### src/rtl/icache_fill_ctrl_pkg.sv
// -----------------------------------------------------------------------------
// icache_fill_ctrl_pkg
// Shared definitions for the instruction-cache fill controller: block/beat
// geometry, the fill FSM state encoding and a saturating counter helper.
// No ports (package).
// -----------------------------------------------------------------------------
package icache_fill_ctrl_pkg;

   // Geometry of one icache block and of one DRAM response beat.
   localparam int ICACHE_DATA_BLOCK_SIZE = 64;
   localparam int ICACHE_DRAM_BEAT_BITS  = 32;
   localparam int ICACHE_FILL_BEATS      = ICACHE_DATA_BLOCK_SIZE / ICACHE_DRAM_BEAT_BITS;

   // Fill FSM states, 3-bit encoding.
   typedef enum logic [2:0] {
      ST_IDLE   = 3'd0,
      ST_REQ    = 3'd1,
      ST_WAIT   = 3'd2,
      ST_DRAIN  = 3'd3,
      ST_WRITE  = 3'd4,
      ST_RESUME = 3'd5
   } fill_state_e;

   // Increment that sticks at all-ones instead of wrapping.
   function automatic logic [31:0] sat_inc32(input logic [31:0] value);
      return (value == 32'hFFFF_FFFF) ? value : value + 32'd1;
   endfunction

endpackage

### src/rtl/icache_fill_ctrl_if.sv
// -----------------------------------------------------------------------------
// icache_fill_ctrl_if
// Bundles the fetch-side, DRAM-side and icache-write-side signals of the fill
// controller.
//   master : the fill controller (drives DRAM request, icache write, status)
//   slave  : the surrounding fetch unit / DRAM / icache
// Signals:
//   fetch_pc, fetch_valid, icache_hit, flush    fetch side, into controller
//   fill_busy, fill_done, miss_count            status, out of controller
//   dram_req_valid/ready/addr                   DRAM read request handshake
//   dram_resp_valid/data                        DRAM response beats
//   icache_addr, icache_write_data, icache_we_aL  icache write port
// -----------------------------------------------------------------------------
interface icache_fill_ctrl_if
   import icache_fill_ctrl_pkg::*;
#(
   parameter int ADDR_WIDTH      = 32,
   parameter int BLOCK_SIZE_BITS = ICACHE_DATA_BLOCK_SIZE,
   parameter int DRAM_BEAT_BITS  = ICACHE_DRAM_BEAT_BITS
);

   logic [ADDR_WIDTH-1:0]      fetch_pc;
   logic                       fetch_valid;
   logic                       icache_hit;
   logic                       flush;
   logic                       fill_busy;
   logic                       fill_done;
   logic                       dram_req_valid;
   logic                       dram_req_ready;
   logic [ADDR_WIDTH-1:0]      dram_req_addr;
   logic                       dram_resp_valid;
   logic [DRAM_BEAT_BITS-1:0]  dram_resp_data;
   logic [ADDR_WIDTH-1:0]      icache_addr;
   logic [BLOCK_SIZE_BITS-1:0] icache_write_data;
   logic                       icache_we_aL;
   logic [31:0]                miss_count;

   modport master (
      input  fetch_pc, fetch_valid, icache_hit, flush,
      input  dram_req_ready, dram_resp_valid, dram_resp_data,
      output fill_busy, fill_done, miss_count,
      output dram_req_valid, dram_req_addr,
      output icache_addr, icache_write_data, icache_we_aL
   );

   modport slave (
      output fetch_pc, fetch_valid, icache_hit, flush,
      output dram_req_ready, dram_resp_valid, dram_resp_data,
      input  fill_busy, fill_done, miss_count,
      input  dram_req_valid, dram_req_addr,
      input  icache_addr, icache_write_data, icache_we_aL
   );

endinterface

### src/rtl/icache_fill_ctrl_fill_beat_buffer.sv
// -----------------------------------------------------------------------------
// fill_beat_buffer
// NUM_BEATS x DRAM_BEAT_BITS assembly register for one icache block. Beat i
// lands in block bits [i*DRAM_BEAT_BITS +: DRAM_BEAT_BITS] (beat 0 = LSBs).
// Ports:
//   clk, rst_aL   clock, asynchronous active-low reset
//   i_clr         clear the whole block (start of a new fill)
//   i_wr_en       store i_wr_data into beat slot i_wr_idx
//   i_wr_idx      beat slot index
//   i_wr_data     one DRAM response beat
//   o_block       assembled block
// -----------------------------------------------------------------------------
module fill_beat_buffer #(
   parameter int DRAM_BEAT_BITS = 32,
   parameter int NUM_BEATS      = 2,
   parameter int IDX_W          = 1
) (
   input  logic                                clk,
   input  logic                                rst_aL,
   input  logic                                i_clr,
   input  logic                                i_wr_en,
   input  logic [IDX_W-1:0]                    i_wr_idx,
   input  logic [DRAM_BEAT_BITS-1:0]           i_wr_data,
   output logic [NUM_BEATS*DRAM_BEAT_BITS-1:0] o_block
);

   // Packed 2-D array: flattening it puts beat 0 in the LSBs.
   logic [NUM_BEATS-1:0][DRAM_BEAT_BITS-1:0] r_beats;

   // NOTE: this storage is reset because the block value is observable on the
   // icache data bus straight out of reset; a plain RAM would not need it.
   always_ff @(posedge clk or negedge rst_aL) begin
      if (!rst_aL) begin
         r_beats <= '0;
      end else if (i_clr) begin
         r_beats <= '0;
      end else if (i_wr_en) begin
         r_beats[i_wr_idx] <= i_wr_data;
      end
   end

   assign o_block = r_beats;

endmodule

### src/rtl/icache_fill_ctrl.sv
// -----------------------------------------------------------------------------
// icache_fill_ctrl
// Instruction-cache miss handler. On a fetch miss it issues one block-aligned
// DRAM read, gathers NUM_BEATS response beats into a block, writes that block
// into the icache in a single cycle (active-low enable) and then pulses
// fill_done so fetch can replay. A flush cancels the fill; beats already
// requested from DRAM are drained without being stored.
// Ports:
//   clk      system clock, rising edge
//   rst_aL   asynchronous active-low reset
//   bus      icache_fill_ctrl_if.master (fetch, DRAM and icache-write signals)
// -----------------------------------------------------------------------------
module icache_fill_ctrl
   import icache_fill_ctrl_pkg::*;
#(
   parameter int ADDR_WIDTH      = 32,
   parameter int BLOCK_SIZE_BITS = ICACHE_DATA_BLOCK_SIZE,
   parameter int DRAM_BEAT_BITS  = ICACHE_DRAM_BEAT_BITS,
   parameter int NUM_BEATS       = BLOCK_SIZE_BITS / DRAM_BEAT_BITS
) (
   input  logic                clk,
   input  logic                rst_aL,
   icache_fill_ctrl_if.master  bus
);

   localparam int OFFSET_BITS = $clog2(BLOCK_SIZE_BITS / 8);
   localparam int CNT_W       = (NUM_BEATS > 1) ? $clog2(NUM_BEATS) : 1;
   localparam logic [CNT_W-1:0] LAST_BEAT = CNT_W'(NUM_BEATS - 1);

   fill_state_e           r_state;
   fill_state_e           w_state_nxt;
   logic [CNT_W-1:0]      r_beat_cnt;
   logic [ADDR_WIDTH-1:0] r_fill_addr;
   logic [31:0]           r_miss_count;

   logic                  w_start_fill;
   logic                  w_beat_store;
   logic                  w_beat_adv;
   logic                  w_beat_clr;
   logic                  w_last_beat;
   logic [ADDR_WIDTH-1:0] w_aligned_pc;

   assign w_aligned_pc = {bus.fetch_pc[ADDR_WIDTH-1:OFFSET_BITS], {OFFSET_BITS{1'b0}}};
   assign w_last_beat  = (r_beat_cnt == LAST_BEAT);

   // NOTE: every signal gets a default before the case so no path leaves it
   // unassigned, which would otherwise infer a latch.
   always_comb begin
      w_state_nxt  = r_state;
      w_start_fill = 1'b0;
      w_beat_store = 1'b0;
      w_beat_adv   = 1'b0;
      w_beat_clr   = 1'b0;
      unique case (r_state)
         ST_IDLE: begin
            if (bus.fetch_valid && !bus.icache_hit && !bus.flush) begin
               w_start_fill = 1'b1;
               w_state_nxt  = ST_REQ;
            end
         end
         ST_REQ: begin
            // An accepted request must be drained even if flushed in the same
            // cycle; an unaccepted one simply never happened.
            if (bus.dram_req_ready) begin
               w_state_nxt = bus.flush ? ST_DRAIN : ST_WAIT;
            end else if (bus.flush) begin
               w_state_nxt = ST_IDLE;
            end
         end
         ST_WAIT: begin
            if (bus.dram_resp_valid) begin
               // A beat coinciding with flush is counted but not stored.
               w_beat_store = !bus.flush;
               if (w_last_beat) begin
                  w_beat_clr  = 1'b1;
                  w_state_nxt = bus.flush ? ST_IDLE : ST_WRITE;
               end else begin
                  w_beat_adv  = 1'b1;
                  w_state_nxt = bus.flush ? ST_DRAIN : ST_WAIT;
               end
            end else if (bus.flush) begin
               w_state_nxt = ST_DRAIN;
            end
         end
         ST_DRAIN: begin
            if (bus.dram_resp_valid) begin
               if (w_last_beat) begin
                  w_beat_clr  = 1'b1;
                  w_state_nxt = ST_IDLE;
               end else begin
                  w_beat_adv  = 1'b1;
               end
            end
         end
         ST_WRITE: begin
            // The block is complete, so the write this cycle stands; a flush
            // only suppresses the replay notification.
            w_state_nxt = bus.flush ? ST_IDLE : ST_RESUME;
         end
         ST_RESUME: begin
            w_state_nxt = ST_IDLE;
         end
         default: begin
            w_state_nxt = ST_IDLE;
         end
      endcase
   end

   // NOTE: sequential state uses non-blocking assignments so every register
   // samples pre-edge values regardless of statement order.
   always_ff @(posedge clk or negedge rst_aL) begin
      if (!rst_aL) begin
         r_state <= ST_IDLE;
      end else begin
         r_state <= w_state_nxt;
      end
   end

   always_ff @(posedge clk or negedge rst_aL) begin
      if (!rst_aL) begin
         r_beat_cnt   <= '0;
         r_fill_addr  <= '0;
         r_miss_count <= '0;
      end else begin
         if (w_start_fill) begin
            r_fill_addr  <= w_aligned_pc;
            r_miss_count <= sat_inc32(r_miss_count);
         end
         if (w_start_fill || w_beat_clr) begin
            r_beat_cnt <= '0;
         end else if (w_beat_adv) begin
            r_beat_cnt <= r_beat_cnt + 1'b1;
         end
      end
   end

   fill_beat_buffer #(
      .DRAM_BEAT_BITS (DRAM_BEAT_BITS),
      .NUM_BEATS      (NUM_BEATS),
      .IDX_W          (CNT_W)
   ) u_buffer (
      .clk       (clk),
      .rst_aL    (rst_aL),
      .i_clr     (w_start_fill),
      .i_wr_en   (w_beat_store),
      .i_wr_idx  (r_beat_cnt),
      .i_wr_data (bus.dram_resp_data),
      .o_block   (bus.icache_write_data)
   );

   // Outputs decode directly from the state register so an asynchronous
   // reset returns them to idle values immediately.
   assign bus.fill_busy      = (r_state != ST_IDLE);
   assign bus.fill_done      = (r_state == ST_RESUME) && !bus.flush;
   assign bus.dram_req_valid = (r_state == ST_REQ);
   assign bus.dram_req_addr  = r_fill_addr;
   assign bus.icache_addr    = (r_state == ST_WRITE) ? r_fill_addr : bus.fetch_pc;
   assign bus.icache_we_aL   = (r_state != ST_WRITE);
   assign bus.miss_count     = r_miss_count;

endmodule

### src/flat_wrapper.sv
// flat-port wrapper written by rule: the top's interface ports become plain ports
module icache_fill_ctrl_flat import icache_fill_ctrl_pkg::*;
#(
   parameter int ADDR_WIDTH      = 32,
   parameter int BLOCK_SIZE_BITS = ICACHE_DATA_BLOCK_SIZE,
   parameter int DRAM_BEAT_BITS  = ICACHE_DRAM_BEAT_BITS,
   parameter int NUM_BEATS       = BLOCK_SIZE_BITS / DRAM_BEAT_BITS
)
  (clk, rst_aL, bus_fetch_pc, bus_fetch_valid, bus_icache_hit, bus_flush, bus_dram_req_ready, bus_dram_resp_valid, bus_dram_resp_data, bus_fill_busy, bus_fill_done, bus_miss_count, bus_dram_req_valid, bus_dram_req_addr, bus_icache_addr, bus_icache_write_data, bus_icache_we_aL);
  icache_fill_ctrl_if #(.ADDR_WIDTH(ADDR_WIDTH), .BLOCK_SIZE_BITS(BLOCK_SIZE_BITS), .DRAM_BEAT_BITS(DRAM_BEAT_BITS)) bus_i ();
  input  logic clk;
  input  logic rst_aL;
  input wire logic [$bits(bus_i.fetch_pc)-1:0] bus_fetch_pc;
  input wire logic [$bits(bus_i.fetch_valid)-1:0] bus_fetch_valid;
  input wire logic [$bits(bus_i.icache_hit)-1:0] bus_icache_hit;
  input wire logic [$bits(bus_i.flush)-1:0] bus_flush;
  input wire logic [$bits(bus_i.dram_req_ready)-1:0] bus_dram_req_ready;
  input wire logic [$bits(bus_i.dram_resp_valid)-1:0] bus_dram_resp_valid;
  input wire logic [$bits(bus_i.dram_resp_data)-1:0] bus_dram_resp_data;
  output wire logic [$bits(bus_i.fill_busy)-1:0] bus_fill_busy;
  output wire logic [$bits(bus_i.fill_done)-1:0] bus_fill_done;
  output wire logic [$bits(bus_i.miss_count)-1:0] bus_miss_count;
  output wire logic [$bits(bus_i.dram_req_valid)-1:0] bus_dram_req_valid;
  output wire logic [$bits(bus_i.dram_req_addr)-1:0] bus_dram_req_addr;
  output wire logic [$bits(bus_i.icache_addr)-1:0] bus_icache_addr;
  output wire logic [$bits(bus_i.icache_write_data)-1:0] bus_icache_write_data;
  output wire logic [$bits(bus_i.icache_we_aL)-1:0] bus_icache_we_aL;
  assign bus_i.fetch_pc = bus_fetch_pc;
  assign bus_i.fetch_valid = bus_fetch_valid;
  assign bus_i.icache_hit = bus_icache_hit;
  assign bus_i.flush = bus_flush;
  assign bus_i.dram_req_ready = bus_dram_req_ready;
  assign bus_i.dram_resp_valid = bus_dram_resp_valid;
  assign bus_i.dram_resp_data = bus_dram_resp_data;
  assign bus_fill_busy = bus_i.fill_busy;
  assign bus_fill_done = bus_i.fill_done;
  assign bus_miss_count = bus_i.miss_count;
  assign bus_dram_req_valid = bus_i.dram_req_valid;
  assign bus_dram_req_addr = bus_i.dram_req_addr;
  assign bus_icache_addr = bus_i.icache_addr;
  assign bus_icache_write_data = bus_i.icache_write_data;
  assign bus_icache_we_aL = bus_i.icache_we_aL;
  icache_fill_ctrl #(.ADDR_WIDTH(ADDR_WIDTH), .BLOCK_SIZE_BITS(BLOCK_SIZE_BITS), .DRAM_BEAT_BITS(DRAM_BEAT_BITS), .NUM_BEATS(NUM_BEATS)) u_core (.clk(clk), .rst_aL(rst_aL), .bus(bus_i));
endmodule
### config.mk
export PLATFORM = sky130hd
export DESIGN_NAME = icache_fill_ctrl_flat
export DESIGN_NICKNAME = d
export VERILOG_FILES = /design/src/rtl/icache_fill_ctrl_pkg.sv /design/src/rtl/icache_fill_ctrl_if.sv /design/src/rtl/icache_fill_ctrl_fill_beat_buffer.sv /design/src/rtl/icache_fill_ctrl.sv /design/src/flat_wrapper.sv
export SDC_FILE = /design/constraint.sdc
export NUM_CORES = 1
export LEC_CHECK = 0
export ABC_AREA = 1
export CAP_MARGIN = 20
export CORE_ASPECT_RATIO = 1.5
export CORE_UTILIZATION = 50
export CTS_BUF_LIST = sky130_fd_sc_hd__clkbuf_2
export DETAILED_ROUTE_END_ITERATION = 10
export PLACE_DENSITY_LB_ADDON = 0.25
export SLEW_MARGIN = 20
export SYNTH_ARGS = -nofsm -noshare
export SYNTH_HDL_FRONTEND = slang
export SYNTH_SLANG_ARGS = --single-unit
### constraint.sdc
create_clock -name clk -period 3.04 [get_ports clk]
set_clock_uncertainty 0.15 [all_clocks]
set_input_delay 0.608 -clock clk [delete_from_list [all_inputs] [get_ports clk]]
set_output_delay 0.608 -clock clk [all_outputs]
set_load 0.1 [all_outputs]
# Word level (Yosys, flattened, before mapping)
# Cells that the tools add are included.
[word_totals] latch_bits=0 ramBits=0 memories=0 register_bits=129 rom_bits=0 in_bits=71 word_cells=67 out_inout_bits=164
[classes] multipliers=0 n_reduce_logical=14 magnitude_cmp=2 bitwise=1 shift=0 div_mod_pow=0 eq_ne=12 add_sub_neg=2 muxes=30
[op_table] operator="$mux W64" n=2
[op_table] operator="$bwmux W64" n=1
[op_table] operator="$mux W32" n=2
[op_table] operator="$add A32 B1 Y32 const B" n=1
[op_table] operator="$demux W32 S1" n=1
[op_table] operator="$eq A32 B32 Y1 const B" n=1
[op_table] operator="$mux W3" n=10
[op_table] operator="$pmux W3 S5" n=1
[op_table] operator="$mux W1" n=13
[op_table] operator="$ne A3 B3 Y1 const B" n=3
[op_table] operator="$eq A3 B2 Y1 const B" n=2
[op_table] operator="$eq A3 B3 Y1 const B" n=2
[op_table] operator="$reduce_and A5 Y1" n=1
[op_table] operator="$logic_and A1 B1 Y1" n=4
[op_table] operator="$ne A2 B1 Y1 const B" n=2
[op_table] operator="$reduce_bool A2 Y1" n=2
[op_table] operator="$eq A3 B1 Y1 const B" n=1
[op_table] operator="$logic_not A3 Y1" n=1
[op_table] operator="$reduce_bool A3 Y1" n=1
[op_table] operator="$logic_not A1 Y1" n=2
[op_table] operator="$lt A1 B2 Y1 const B" n=1
[op_table] operator="$ne A2 B2 Y1 const B" n=1
[op_table] operator="$reduce_and A2 Y1" n=1
[op_table] operator="$reduce_or A2 Y1" n=1
[op_table] operator="4 further kinds" n=4

# Longest topological paths before layout
# Gate-level depths: netlist (run 1).
[depth] depth_word=7 ltp_mapped=11 ltp_nobuf=10

# Cells and area by module
# From an unflattened synthesis (run 1), not the netlist that was laid out.
[unflattened] cells_unflattened=882 hier_area_um2=6486.2
[by_module_without_submodules] mod="icache_fill_ctrl" cells_each=596 area_each_um2=3900.0 instances=1 seq_area_each_um2=1626.6
[by_module_without_submodules] mod="fill_beat_buffer" cells_each=286 area_each_um2=2586.2 instances=1 seq_area_each_um2=1601.5

# Least setup slack after synthesis (run 1)
# OpenSTA, ideal clock, no wires.
[synth_path] kind="in2out" start="in bus_flush" end="out bus_fill_done" arrival_ns=3.567 slack_ns=-1.285 required_ns=2.282 n_path_buf=0 path_stages=1 path_cell_list="nor4_1"
[synth_between] elab_chain_cells=2
[synth_lines] item="start: declaration" line_no="flat_wrapper.sv:16" rtl="input wire logic [$bits(bus_i.flush)-1:0] bus_flush;"
[synth_lines] item="$logic_not A1 Y1" line_no="icache_fill_ctrl.sv:154" rtl="assign bus.fill_done = (r_state == ST_RESUME) && !bus.flush;"
[synth_lines] item="$logic_and A1 B1 Y1" line_no="icache_fill_ctrl.sv:154"
[synth_lines] item="end: declaration" line_no="flat_wrapper.sv:21" rtl="output wire logic [$bits(bus_i.fill_done)-1:0] bus_fill_done;"
# Every way passes these cells.

# Final worst setup path (run 1)
[layout_path] start="reg u_core.r_state[0]" end="out bus_icache_addr[31]"
[layout_between] elab_chain_cells=2
[layout_lines] item="start: declaration" line_no="icache_fill_ctrl.sv:30" rtl="fill_state_e r_state;"
[layout_lines] item="start signal: assignment" line_no="icache_fill_ctrl.sv:115" rtl="r_state <= w_state_nxt;"
[layout_lines] item="$eq A3 B3 Y1" line_no="icache_fill_ctrl.sv:157" rtl="assign bus.icache_addr = (r_state == ST_WRITE) ? r_fill_addr : bus.fetch_pc;"
[layout_lines] item="$mux W32" line_no="icache_fill_ctrl.sv:157"
[layout_lines] item="end: declaration" line_no="flat_wrapper.sv:25" rtl="output wire logic [$bits(bus_i.icache_addr)-1:0] bus_icache_addr;"
# Every way passes these cells.

==> metrics, run 1 <==
# clock sinks approximately 130; Core ar. 12450 um2; share of the synthesized area in the top cell type 50.60%; initial antenna violation count 1; Worst Reg2Reg Path Length in Cells 10; HPWL Detailed around 13 mm; die height 140.3 um; period utilization 96.42%; largest net degree at the start of global routing 75; Peak VDD IR 0.001132 V; Mapped Area 6380 um2; Slew @ Worst Pin 656.2 ps; HP Class input pin to async pin; Slew Viols, Final 0; NumNets Final 1128; Overall Power 11.04 mW; DR vias/cell 5.227; cell accounting for the most synthesized area dfrtp_1; worst reg2reg path startpoint u_core.bus.miss_count[0]; Antenna Nets Post-Route 0; Syn Area/Cell 7.733 um2; f_max 341.1 MHz; vias in the first global route about 6000; CP endpoint kind primary output; die width 94.23 um; Initial DRT Pass Iterations 6; Synth cell types 28; CP Data Required Time 2280 ps; RSZ-0062 raised after global routing yes; Seq cells post-synth 129; clk_lat worst skew 660 ps; max cap viols 0; Pwr Density 1169 nW/um2; status completed; critical path arrival 2170 ps; Worst-path clk slew 220 ps; capture point of the worst reg-to-reg path u_core.bus.miss_count[4]; Max Root-Sink Buffers 2; GRT overflow 0; leakage 4.661 nW; global-route usage over all layers 28.10%; root buffer cell clkbuf_2; DR WL/cell 15.59 um; Final min period 2931 ps; synthesized instance count 825; Slew headroom 56.26%; CTS H-Tree Depth 4; DIE AREA roughly 13000 um2; crit-path cells inv_2, nand2_2, nor2_4, buf_12, clkbuf_16, nand2_1, o21ai_2, clkbuf_16; Initial Util 51.25%; first-pass GRT wire length 28.94 mm; synth cell count leaders 210 x nand2_1, 129 x dfrtp_1, 123 x o21ai_0; GPL Wtd Cong just over 0.9; Top FF cell, synth dfrtp_1; crit start category flip-flop; # DRC 0; I/O pin count 235; Synth warnings 0; vias 6408; Setup WS pre-CTS around 500 ps; number of flops mapped to enable cells by yosys 0; most numerous cell in the Yosys netlist nand2_1; TritonCTS Buffers 17; Critical Path Max Stage Delay 490 ps; Async SR Flop Fraction 100.0%; row cnt 50; CTS tree yes; IO Port Bufs 231; setup violators final 0; reg-to-reg slack, setup 670 ps; Max FO, Critical Path 8; crit path max-delay cell type dfrtp_2; crit-path most repeated cell clkbuf_16; WS Path Type flip-flop to primary output; post-route setup slack 108.7 ps; 1st-iter DRT viols around 230; final WL 19.12 mm; final hold viol count 0; Layout area overhead 48.11%; dominant cells by area after synthesis dfrtp_1 51%, nand2_1 12%, o21ai_0 9.6%; layout cells sized above 1 24.32%; Seq/Total Area, Yosys 50.60%
-- cell usage in the layout (no fill, tap or decap), drive strengths merged, types with 3 or more instances in the layout --
cell type        n
nand2          216
buf            155
dfrtp          129
o21ai          128
nand3          103
inv            102
nor2            75
clkdlybuf4s50   69
clkbuf          45
nand4            9
xor2             6
xnor2            6
clkinvlp         5
nand3b           5
clkinv           4
conb             3
bufinv           3
-- repair_timing --
item                                    CTS  global route
endpoints found under the setup margin    0            29
hold buffers                              1             0
endpoints found under the hold margin    66             0
resized for setup                         0            77
setup buffers                             0             6
-- routing by layer --
layer | wire length, um | track usage, % | share of wire (%)
met5 | 0 | 0 | 0
met3 | 1387 | 7.926 | 7.3
met4 | 682 | 12.96 | 3.6
met1 | 7199 | 32.76 | 38
met2 | 9849 | 47.10 | 52
-- cell type report --
class / instances / area [um2]
timing repair buffer: 251 / 2723
multi-input combinational: 556 / 2661
clock buffer: 19 / 95.09
tap: 156 / 195.2
fill: 956 / 3000
clock inverter: 13 / 162.7
sequential: 129 / 3231
inverter: 101 / 379.1
antenna: 1 / 2.502
-- worst max-delay path, delay by kind of cell, from the launching register on --
family / cells / cell delay (ps)
compound gates: 1 / 80
buf+inv: 4 / 610
simple gates: 3 / 340
flops: 1 / 490
-- sequential cells by signal (all words and copies together) (netlist names) --
signal / flops
u_core.r_state: 3
u_core.r_beat_cnt: 1
u_core.bus.dram_req_addr: 29
u_core.bus.miss_count: 32
u_core.u_buffer.o_block: 64
-- cells by family (layout without fill, tap and decap cells) --
| logic type | count (synthesis) | in the layout | share of synthesized area [%] |
|---|---|---|---|
| xor gates and xnor gates | 12 | 12 | 1.647 |
| AOI/OAI and AO/OA | 130 | 130 | 10.24 |
| DFF | 129 | 129 | 50.60 |
| and+or+nand+nor | 410 | 410 | 27.65 |
| buffers and inverters | 142 | 384 | 9.610 |
| other | 1 | 4 | 0.05878 |
| adders and majority gates | 1 | 1 | 0.1961 |
-- per-stage QoR --
step	hold slack, ps	area, um2	std cells	TNS, ps	util [%]
4_1_cts	125.4	9067	1214	0	72.83
2_1_floorplan	162.4	6394	827	-14710	-
3_5_place_dp	351.3	8800	1181	0	70.68
5_1_grt	132.1	9449	1226	-521.7	75.90
6_report	178.8	9449	1226	0	75.90
3_3_place_gp	339.9	8800	1181	0	70.68
-- worst max path at each step --
stage                     slack (ps)              start  depth (start not counted)                   to
after floorplan                 -640  u_core.r_state[0]                          5  bus_icache_addr[24]
after global placement           530          bus_flush                          3        bus_fill_done
after detailed placement         510          bus_flush                          3        bus_fill_done
after CTS                         10  u_core.r_state[0]                          7   bus_icache_addr[8]
after global routing             -40  u_core.r_state[0]                          8  bus_icache_addr[27]
final                            110  u_core.r_state[0]                          8  bus_icache_addr[31]
-- where the power goes --
| group | total [mW] | switching (mW) | internal, mW | leakage, nW |
|---|---|---|---|---|
| registers | 2.76 | 0.446 | 2.32 | 1.72 |
| clock network | 1.13 | 0.668 | 0.463 | 0.140 |
| logic | 7.15 | 5.74 | 1.41 | 2.80 |
| total | 11.0 | 6.86 | 4.19 | 4.66 |
No activity file was read; power rests on OpenSTA's default activity.
==> run 2: changes to the inputs <==
ABC_AREA = 0   (was 1)
CORE_UTILIZATION = 48   (was 50)
==> run 2 against run 1 <==
Non-clock buffer count did not move. Final cell count fell by 21%. Register-to-register slack got worse by 40 ps. First-iteration DRC count rose by 24%. Highest routed layer unchanged.
==> metrics, run 2 <==
RSZ-0062 raised after global routing yes (unchanged); number of flops mapped to enable cells by yosys 0 (unchanged); Slew @ Worst Pin 723.4 ps (was 656.2 ps); Seq cells post-synth 129 (unchanged); NumNets Final 874 (was 1128); CP Data Required Time 2280 ps (about the same); clk_lat worst skew 690 ps (was 660 ps); Initial Util 48.97% (was 51.25%); I/O pin count 235 (unchanged); largest net degree at the start of global routing 91 (was 75); # DRC 0 (unchanged); critical path arrival 2180 ps (was 2170 ps); Worst-path clk slew 210 ps (was 220 ps); max cap viols 0 (unchanged); Mapped Area 5854 um2 (was 6380 um2); Max Root-Sink Buffers 2 (unchanged); root buffer cell clkbuf_2 (unchanged); most frequent cells in the layout 142 x nand2_1, 139 x buf_4, 126 x dfrtp_1 (was 206 x nand2_1, 137 x buf_4, 127 x dfrtp_1); Synth warnings 0 (unchanged); Placement Cell Area 8409 um2 (was 8800 um2); DR vias/cell 5.387 (was 5.227); Synth Area in Compound Gates 5.151% (was 10.24%); Max FO, Critical Path 8 (unchanged); period utilization 96.52% (was 96.42%); DIE AREA 12650 um2 (was 13220 um2); CTS H-Tree Depth 4 (unchanged); final hold viol count 0 (unchanged); Top FF cell, synth dfrtp_1 (unchanged); crit path max-delay cell type dfrtp_2 (unchanged); Initial DRT Pass Iterations 5 (was 6); max reg flops 64 (unchanged); Final min period 2934 ps (was 2931 ps); Critical Path Max Stage Delay 460 ps (was 490 ps); crit path buf inv count 2 (was 4); dominant cells by area after synthesis dfrtp_1 55%, mux2_2 11%, nand2_1 9.2% (was dfrtp_1 51%, nand2_1 12%, o21ai_0 9.6%); M2 GR Usage 45.77% (was 47.10%); share of the synthesized area in the top cell type 55.14% (was 50.60%); Post-Synth Simple-Gate Area 20.39% (was 27.65%); Slew Viols, Final 0 (unchanged); status completed (unchanged); critical path's top delay family flip-flops (was buffers and inverters); XOR/XNOR Fraction of Synth Area 4.787% (was 1.647%); TritonCTS Buffers 17 (unchanged); crit-path most repeated cell buf_12 (was clkbuf_16); GRT overflow 0 (unchanged); synth cell count leaders 143 x nand2_1, 129 x dfrtp_1, 59 x mux2_2 (was 210 x nand2_1, 129 x dfrtp_1, 123 x o21ai_0); adder-cell share of the synthesized area 0.2137% (was 0.1961%); Synth cell types 40 (was 28); row cnt 49 (was 50); CP endpoint kind primary output (unchanged); GPL Wtd Cong 0.9485 (was 0.9206); Antenna Nets Post-Route 0 (unchanged); vias 5209 (was 6408); Layout area overhead 51.42% (was 48.11%); WS Path Type flip-flop to primary output (unchanged); CTS tree yes (unchanged); HP Class input pin to flip-flop (was input pin to async pin); HPWL Detailed 12.39 mm (was 13.10 mm); most numerous cell in the Yosys netlist nand2_1 (unchanged); Final Cell Area 8865 um2 (was 9449 um2); Diodes inserted 0 (was 1); f_max 340.8 MHz (was 341.1 MHz); Slew headroom 51.40% (was 56.26%); final WL 17.07 mm (was 19.12 mm); Async SR Flop Fraction 100.0% (unchanged); layout cells sized above 1 35.14% (was 24.32%); initial antenna violation count 0 (was 1); # clock sinks 129 (unchanged); Seq/Total Area, Yosys 55.14% (was 50.60%); setup violators final 0 (unchanged); Filler Cells Inserted 833 (was 956); crit-path cells nor2_4, and2_4, buf_12, mux2_2, buf_12 (was inv_2, nand2_2, nor2_4, buf_12, clkbuf_16, nand2_1, o21ai_2, clkbuf_16); vias in the first global route 5218 (was 6027); global-route usage over all layers 26.61% (was 28.10%); DR WL/cell 17.65 um (was 15.59 um); first-pass GRT wire length 25.70 mm (was 28.94 mm); reg-to-reg slack, setup 630 ps (was 670 ps); M1 GR Usage 27.92% (was 32.76%); die width 92.17 um (was 94.23 um); Syn Area/Cell 10.38 um2 (was 7.733 um2); Core ar. 11960 um2 (was 12450 um2); cell accounting for the most synthesized area dfrtp_1 (unchanged); commonest non-fill, non-tap cell in the layout nand2_1 (unchanged); Critical Path Source u_core.r_state[1] (was u_core.r_state[0]); synthesized instance count 564 (was 825); 1st-iter DRT viols 281 (was 226); most crowded layer after global routing met2 (unchanged); IO Port Bufs 231 (unchanged); largest family of logic cells by synthesized area simple AND/OR/NAND/NOR gates (unchanged); post-synthesis mux area share 11.35% (was 0%); crit start category flip-flop (unchanged); worst reg2reg path startpoint u_core.bus.miss_count[5] (was u_core.bus.miss_count[0]); grt met3 use 8.499% (was 7.926%); HP Start bus_dram_resp_data[22]; die height 137.3 um (was 140.3 um)
==> run 2: cells by family (layout without fill, tap and decap cells) <==
group	Yosys count	count (layout)
flops	129	129
mux	59	59
compound gates	50	50
buf+inv	41	289
other cells	1	3
fa+ha+maj	1	1
xor+xnor	32	32
simple gates	251	251
==> run 2: worst min-delay path: stages <==
cell and delay (ps):
clkdlybuf4s50_1 420, nand2_1 60, nand2_1 40
==> run 2: final cells by class <==
cell class                      instances  area, um2  share of cell area [%]
Sequential cell                       129       3232                   36.46
Timing Repair Buffer                  251       2603                   29.36
Multi-Input combinational cell        396       2584                   29.15
Tap cell                              153      191.4                   2.159
Clock inverter                         14      140.1                   1.581
Clock buffer                           17      85.08                  0.9598
Inverter                                7      30.03                  0.3387
==> run 2: what timing repair did <==
action,4_1_cts,5_1_grt
endpoints found under the setup margin,33,30
cloned,1,2
setup buffers,2,1
hold buffers,1,0
pin swaps,0,0
hold endpoints to repair,51,0
gates resized for setup,10,28
==> run 2: layer usage <==
| metal | routed length [um] | vias up |
|---|---|---|
| li1 | - | 2403 |
| met1 | 5960 | 2531 |
| met2 | 9150 | 216 |
| met3 | 1053 | 59 |
| met4 | 906 | 0 |
| met5 | 0 | - |
==> run 2: metrics by stage <==
stage	utilization (%)	setup TNS, ps	setup slack [ps]	cells	hold slack (ps)
floorplan	-	0	22.92	566	162.4
global placement	70.34	0	485.8	929	334.0
detailed placement	70.34	0	378.2	929	335.1
CTS	72.84	0	17.15	964	203.3
global route	74.15	-746.9	-54.05	967	207.1
finish	74.15	0	105.7	967	280.6
==> run 2: worst paths after layout <==
check | cells after the start | end
worst max-delay path | 5 | bus_icache_addr[19]
min in group asynchronous | 2 | u_core.bus.dram_req_addr[10]
worst max register to register | 5 | u_core.bus.miss_count[30]
worst min register to register | 2 | u_core.u_buffer.o_block[52]
worst min-delay path | 3 | u_core.u_buffer.o_block[54]
max in group asynchronous | 3 | u_core.r_state[1]
Power of run 2 is left out: the tool's default activity adds up to more than one toggle a clock period on the data nets, which glitch-free logic cannot reach.
